<file path="src/rtl/mmu_pte_port.sv">
// mmu_pte_port
//   Bridges the MMU page walker's PTE strobes onto the DRAM controller
//   req/ack/rvalid port. Walker reads are launched on entry to the L1 (1)
//   or L0 (3) walker states. A writeback is launched in state 5 with
//   i_pte_we. A one-entry cache of the last L1 PTE lets repeated walks in
//   the same 4 MiB region skip the L1 DRAM read.
//
// Ports
//   CLK, RST          clock, asynchronous active-high reset
//   i_pw_state        walker state (0 idle,1 L1,2 gap,3 L0,4 chk,5 upd,7 hit)
//   i_pte_addr/acs    PTE address and its qualifier
//   i_pte_we/wdata    PTE writeback request and value (state 5)
//   i_tlb_flush       invalidates the L1 PTE cache
//   o_busy/o_odata    walker handshake: busy, last PTE read
//   o_req/o_we/o_addr/o_wdata, i_ack/i_rvalid/i_rdata   DRAM port
module mmu_pte_port #(
    parameter int PTE_CACHE_EN = 1,
    parameter int ADDR_W       = 32
) (
    input  logic              CLK,
    input  logic              RST,
    input  logic [2:0]        i_pw_state,
    input  logic [ADDR_W-1:0] i_pte_addr,
    input  logic              i_pte_acs,
    input  logic              i_pte_we,
    input  logic [31:0]       i_pte_wdata,
    input  logic              i_tlb_flush,
    output logic              o_busy,
    output logic [31:0]       o_odata,
    output logic              o_req,
    output logic              o_we,
    output logic [ADDR_W-1:0] o_addr,
    output logic [31:0]       o_wdata,
    input  logic              i_ack,
    input  logic              i_rvalid,
    input  logic [31:0]       i_rdata
);
    localparam bit CACHE_ON = (PTE_CACHE_EN != 0);

    typedef enum logic [1:0] {IDLE, RD_REQ, RD_WAIT, WR_REQ} state_t;

    state_t            state, state_nx;
    logic [2:0]        r_prev_state;
    logic [ADDR_W-1:0] r_addr_q;
    logic              r_pend;
    logic              r_is_l1;     // outstanding read is an L1 read
    logic              c_vld;
    logic [ADDR_W-1:0] c_tag;
    logic [31:0]       c_data;

    logic start_rd, start_wr, c_hit, rd_done, fill, wt_hit;

    // Launches are suppressed while reset is held so o_busy drops
    // immediately even if the walker is still parked in a read state.
    assign start_rd = !RST &&
                      ((i_pw_state == 3'd1 && r_prev_state != 3'd1) ||
                       (i_pw_state == 3'd3 && r_prev_state != 3'd3));
    assign start_wr = !RST && i_pw_state == 3'd5 && i_pte_we && i_pte_acs;
    assign o_busy   = start_rd || start_wr || r_pend;

    // Hit lookup uses the address latched while the walker was presenting it.
    assign c_hit  = CACHE_ON && c_vld && i_pw_state == 3'd1 && c_tag == r_addr_q;
    assign fill   = CACHE_ON && rd_done && r_is_l1;
    assign wt_hit = state == IDLE && start_wr && c_vld && i_pte_addr == c_tag;

    always_comb begin
        state_nx = state;
        rd_done  = 1'b0;
        case (state)
            IDLE: begin
                if (start_rd && !c_hit) state_nx = RD_REQ;
                else if (start_wr)      state_nx = WR_REQ;
            end
            RD_REQ: begin
                if (i_ack) begin
                    // Data may come back in the same cycle as the ack.
                    if (i_rvalid) begin
                        state_nx = IDLE;
                        rd_done  = 1'b1;
                    end else begin
                        state_nx = RD_WAIT;
                    end
                end
            end
            RD_WAIT: begin
                if (i_rvalid) begin
                    state_nx = IDLE;
                    rd_done  = 1'b1;
                end
            end
            WR_REQ: begin
                if (i_ack) state_nx = IDLE;
            end
            default: state_nx = IDLE;
        endcase
    end

    always_ff @(posedge CLK or posedge RST) begin
        if (RST) begin
            state        <= IDLE;
            r_prev_state <= 3'd0;
            r_addr_q     <= '0;
            r_pend       <= 1'b0;
            r_is_l1      <= 1'b0;
            o_req        <= 1'b0;
            o_we         <= 1'b0;
            o_addr       <= '0;
            o_wdata      <= '0;
            o_odata      <= '0;
        end else begin
            state        <= state_nx;
            r_prev_state <= i_pw_state;
            if (i_pte_acs) r_addr_q <= i_pte_addr;
            case (state)
                IDLE: begin
                    // Only a cache hit leaves r_pend set in IDLE; it lasts one cycle.
                    r_pend <= 1'b0;
                    if (start_rd) begin
                        r_pend <= 1'b1;
                        if (c_hit) begin
                            o_odata <= c_data;
                        end else begin
                            o_addr  <= r_addr_q;
                            o_we    <= 1'b0;
                            o_req   <= 1'b1;
                            r_is_l1 <= (i_pw_state == 3'd1);
                        end
                    end else if (start_wr) begin
                        r_pend  <= 1'b1;
                        o_addr  <= i_pte_addr;
                        o_wdata <= i_pte_wdata;
                        o_we    <= 1'b1;
                        o_req   <= 1'b1;
                    end
                end
                RD_REQ: begin
                    if (i_ack) o_req <= 1'b0;
                end
                WR_REQ: begin
                    if (i_ack) begin
                        o_req  <= 1'b0;
                        o_we   <= 1'b0;
                        r_pend <= 1'b0;
                    end
                end
                default: ;
            endcase
            if (rd_done) begin
                o_odata <= i_rdata;
                r_pend  <= 1'b0;
            end
        end
    end

    // L1 PTE cache: filled by completed L1 reads, kept coherent with
    // writebacks to the cached address, cleared by sfence.
    always_ff @(posedge CLK or posedge RST) begin
        if (RST) begin
            c_vld  <= 1'b0;
            c_tag  <= '0;
            c_data <= '0;
        end else begin
            if (i_tlb_flush) c_vld <= 1'b0;
            else if (fill)   c_vld <= 1'b1;
            if (fill) begin
                c_tag  <= o_addr;
                c_data <= i_rdata;
            end else if (wt_hit) begin
                c_data <= i_pte_wdata;
            end
        end
    end

    // A launch while a transaction is in flight is a walker protocol error.
    a_no_launch_busy: assert property (@(posedge CLK) disable iff (RST)
        (state != IDLE) |-> !(start_rd || start_wr));

endmodule

</file>
<file path="config.mk">
export PLATFORM = sky130hd
export DESIGN_NAME = mmu_pte_port
export DESIGN_NICKNAME = d
export VERILOG_FILES = /design/src/rtl/mmu_pte_port.sv
export SDC_FILE = /design/constraint.sdc
export NUM_CORES = 1
export LEC_CHECK = 0
export ABC_AREA = 1
export BUFFER_PORTS_ARGS = -buffer_cell sky130_fd_sc_hd__buf_4
export CAP_MARGIN = 20
export CORE_MARGIN = 2
export CORE_UTILIZATION = 55
export CTS_CLUSTER_SIZE = 12
export DETAILED_ROUTE_END_ITERATION = 10
export PLACE_DENSITY = 0.8
export SKIP_LAST_GASP = 1
export SYNTH_ARGS = -nofsm -noshare
export SYNTH_HDL_FRONTEND = slang
export SYNTH_SLANG_ARGS = --single-unit
</file>
<file path="constraint.sdc">
create_clock -name CLK -period 4.8 [get_ports CLK]
set_input_delay 0.48 -clock CLK [delete_from_list [all_inputs] [get_ports CLK]]
set_output_delay 0.48 -clock CLK [all_outputs]
set_load 0.005 [all_outputs]
</file>
==> metrics.md <==
| Metric | Value |
|---|---|
| Crit path max-delay cell type | `nand3_2` |
| Worst-Skew Late Latency | `0.50 ns` |
| Final HPWL DP | `18.4 mm` |
| Comb pwr share | `32.2%` |
| Synth warn | `0` |
| Std-Cell Rows | `48` |
| Leading register cell type out of synthesis | `dfrtp_1` |
| Layout cell share with drive strength beyond 1 | `17.8%` |
| Slew headroom | `32.8%` |
| Pwr Total | `6570 uW` |
| Int Power | `4340 uW` |
| Synth cell count leaders | `511 x nand2_1, 202 x dfrtp_1, 166 x o21ai_0` |
| Port buffer count | `204` |
| IO Pins | `205` |
| Peak VDD IR | `0.000299 V` |
| Clk slew on worst S/H paths | `0.06 ns` |
| # DRC | `0` |
| Max stage delay on crit path | `0.61 ns` |
| Via density | `5.38` |
| Arrival time at the worst endpoint | `3.09 ns` |
| Transition time of the tightest slew-check pin | `1.01 ns` |
| Power density cells | `539 mW/mm^2` |
| Initial Utilization | `56.6%` |
| Ranking of synthesized cells by area | `dfrtp_1 51%, nand2_1 20%, o21ai_0 8.5%` |
| Fin crit share | `56.6%` |
| Synthesized instance count | `1,301` |
| Post-synth EDFFs | `0` |
| Routed WL | `27.1 mm` |
| Register area | `0.00505 mm^2` |
| Leakage | `0.00673 uW` |
| Setup tns final | `0 ns` |
| Worst path most repeated cell | `nand2_1` |
| CTS max path bufs | `3` |
| Largest net degree at the start of global routing | `73` |
| RSZ-0062 raised after global routing | `false` |
| Die height | `138 um` |
| Antenna viol nets, final | `0` |
| Die area | `0.0190 mm^2` |
| Setup Buffers After CTS | `0` |
| Flop pwr share | `41.6%` |
| GRT Util Overall | `28.7%` |
| Clock power share | `26.3%` |
| Final hold vios | `0` |
| Post-synth top area cell | `dfrtp_1` |
| Post-CTS Resized | `0` |
| Die Wd | `138 um` |
| CP Cell Sequence | `inv_1, nand2_1, nor2_1, o21ai_1, nand2_1, clkinv_1, nand4_1, nand3_2, buf_4, nand2_1, o21ai_0` |
| Most common cell in the netlist | `nand2_1` |
| Fillcell total | `1,407` |
| Hold buffer count at CTS | `0` |
| Clk root buf | `clkbuf_16` |
| Antenna cells | `0` |
| # setup viols final | `0` |
| Worst setup path class | `flop to flop` |
| Grt total ovfl | `0` |
| Crit path time final | `2.72 ns` |
| DR WL/cell | `15.9 um` |
| Fin nets | `1,584` |
| Net Sw Power | `2220 uW` |
| Sw frac | `33.9%` |
| Synth top area share | `51.4%` |
| Layout Skew | `0.0155 ns` |
| Register area share after synthesis | `51.4%` |
| CTS tree | `yes` |
| Syn Std Cell Area | `0.00983 mm^2` |
| Maxcap violations | `0` |
| Worst setup SP type | `flop` |
| Run status | `finished clean` |
| Yosys reg bits | `202` |
| First-pass GRT wire length | `42.8 mm` |
| Data required, critical path | `5.17 ns` |
| Post-synth cell types | `33` |
| Mean Syn Cell Area | `7.55 um^2` |
| Multi-input gate area | `0.00401 mm^2` |
| Fraction of registers with async set/reset | `100%` |
| Antenna violations before repair | `0` |
| Hold crit path type | `input pin to asynchronous set/reset pin` |
| DR pass1 iterations | `5` |
| Crit-path max FO | `40` |
| Area growth syn-to-layout | `24.0%` |
| Syn nets | `1,411` |
| Gp weighted congestion | `0.896` |
| CP Capture Type | `flop` |
| Vias in the first global route | `8,608` |
| CTS Buf Count | `22` |
| Core area | `0.0174 mm^2` |
| H-tree Lvls | `1` |
| # clock sinks | `202` |
| FMAX | `368 MHz` |
| Iteration-0 DRC Markers | `831` |
| Vias post-DR | `9,203` |
| Max Slew Vio Count | `0` |
## per-stage QoR
stage	std cells	hold WS, ns	area, um^2	worst slack, ns	util, %
floorplan	1301	0.459	9830	0.624	-
global placement	1674	0.454	11400	1.80	65.8
detailed placement	1674	0.460	11400	1.71	65.8
CTS	1709	0.0454	12200	2.09	70.0
global route	1710	0.0627	12200	1.73	70.2
finish	1710	0.0149	12200	2.08	70.2
## registers in the layout, summed over array words and instances, names as in the netlist, 2 cells and up
signal and cells:
c_data 32, c_tag 32, o_addr 32, o_odata 32, o_wdata 32, r_addr_q 32
r_prev_state 3, state 2
## routing by layer
metal	vias up	track usage [%]	share of wire (%)
met5	-	0	0
met4	0	9.74	2.6
met3	57	4.89	8.9
met2	404	47.6	48
met1	4289	38.2	41
li1	4453	-	-
## final cells by class
class | instances | area share, %
clock buffers | 32 | 5.50
inverters | 124 | 3.88
well taps | 225 | 2.31
flip-flops and latches | 202 | 41.5
clock inverters | 3 | 0.534
multi-input cells | 910 | 32.9
repair buffers | 214 | 13.4
## power by group through the flow
| stage | registers, uW | clock network (uW) | logic, uW |
|---|---|---|---|
| after detailed placement | 2750 | 0 | 2100 |
| after CTS | 2720 | 1740 | 2120 |
| after global routing | 2790 | 1810 | 2390 |
| after floorplan | 2680 | 0 | 1180 |
| after global placement | 2730 | 0 | 2030 |
| final | 2730 | 1720 | 2110 |
## critical path, delay by kind of cell, from the launching register on
kind / cells / cell delay, ns
buffers and inverters: 3 / 0.71
AOI/OAI and AO/OA: 2 / 0.14
DFF: 1 / 0.36
and+or+nand+nor: 6 / 1.37
## cells by family (layout without fill, tap and decap cells)
logic type                 after synthesis  count (layout)  synth area share, %
xor gates and xnor gates                12              12                 1.07
AOI/OAI and AO/OA                      225             225                 11.7
DFF                                    202             202                 51.4
adders and majority gates                4               4                0.509
muxes                                    3               3                0.344
buffers and inverters                  189             373                 7.81
and+or+nand+nor                        666             666                 27.1
## path summary, 6_finish.rpt
| path | startpoint | end | slack, ns | cells after the start |
|---|---|---|---|---|
| min in group CLK | i_pw_state[2] | r_prev_state[2] | 0.11 | 1 |
| hold reg to reg | o_wdata[23] | o_wdata[23] | 0.47 | 2 |
| hold / removal | RST | c_data[22] | 0.01 | 2 |
| max in group asynchronous | RST | o_wdata[8] | 2.63 | 4 |
| setup / recovery | r_prev_state[2] | o_addr[13] | 2.08 | 11 |
| setup reg to reg | r_prev_state[2] | o_addr[13] | 2.08 | 11 |
## cell usage in the layout (no fill, tap or decap), drive strengths merged, types with 2 or more instances in the layout
cell type,netlist,final
a21oi,36,36
buf,34,214
bufinv,0,2
clkbuf,31,32
clkinv,2,2
dfrtp,202,202
ha,4,4
inv,122,123
mux2,3,3
nand2,515,515
nand3,76,76
nand4,8,8
nor2,61,61
nor3,3,3
o21ai,177,177
o22ai,9,9
xnor2,8,8
xor2,4,4
No activity file was read; power rests on OpenSTA's default activity.
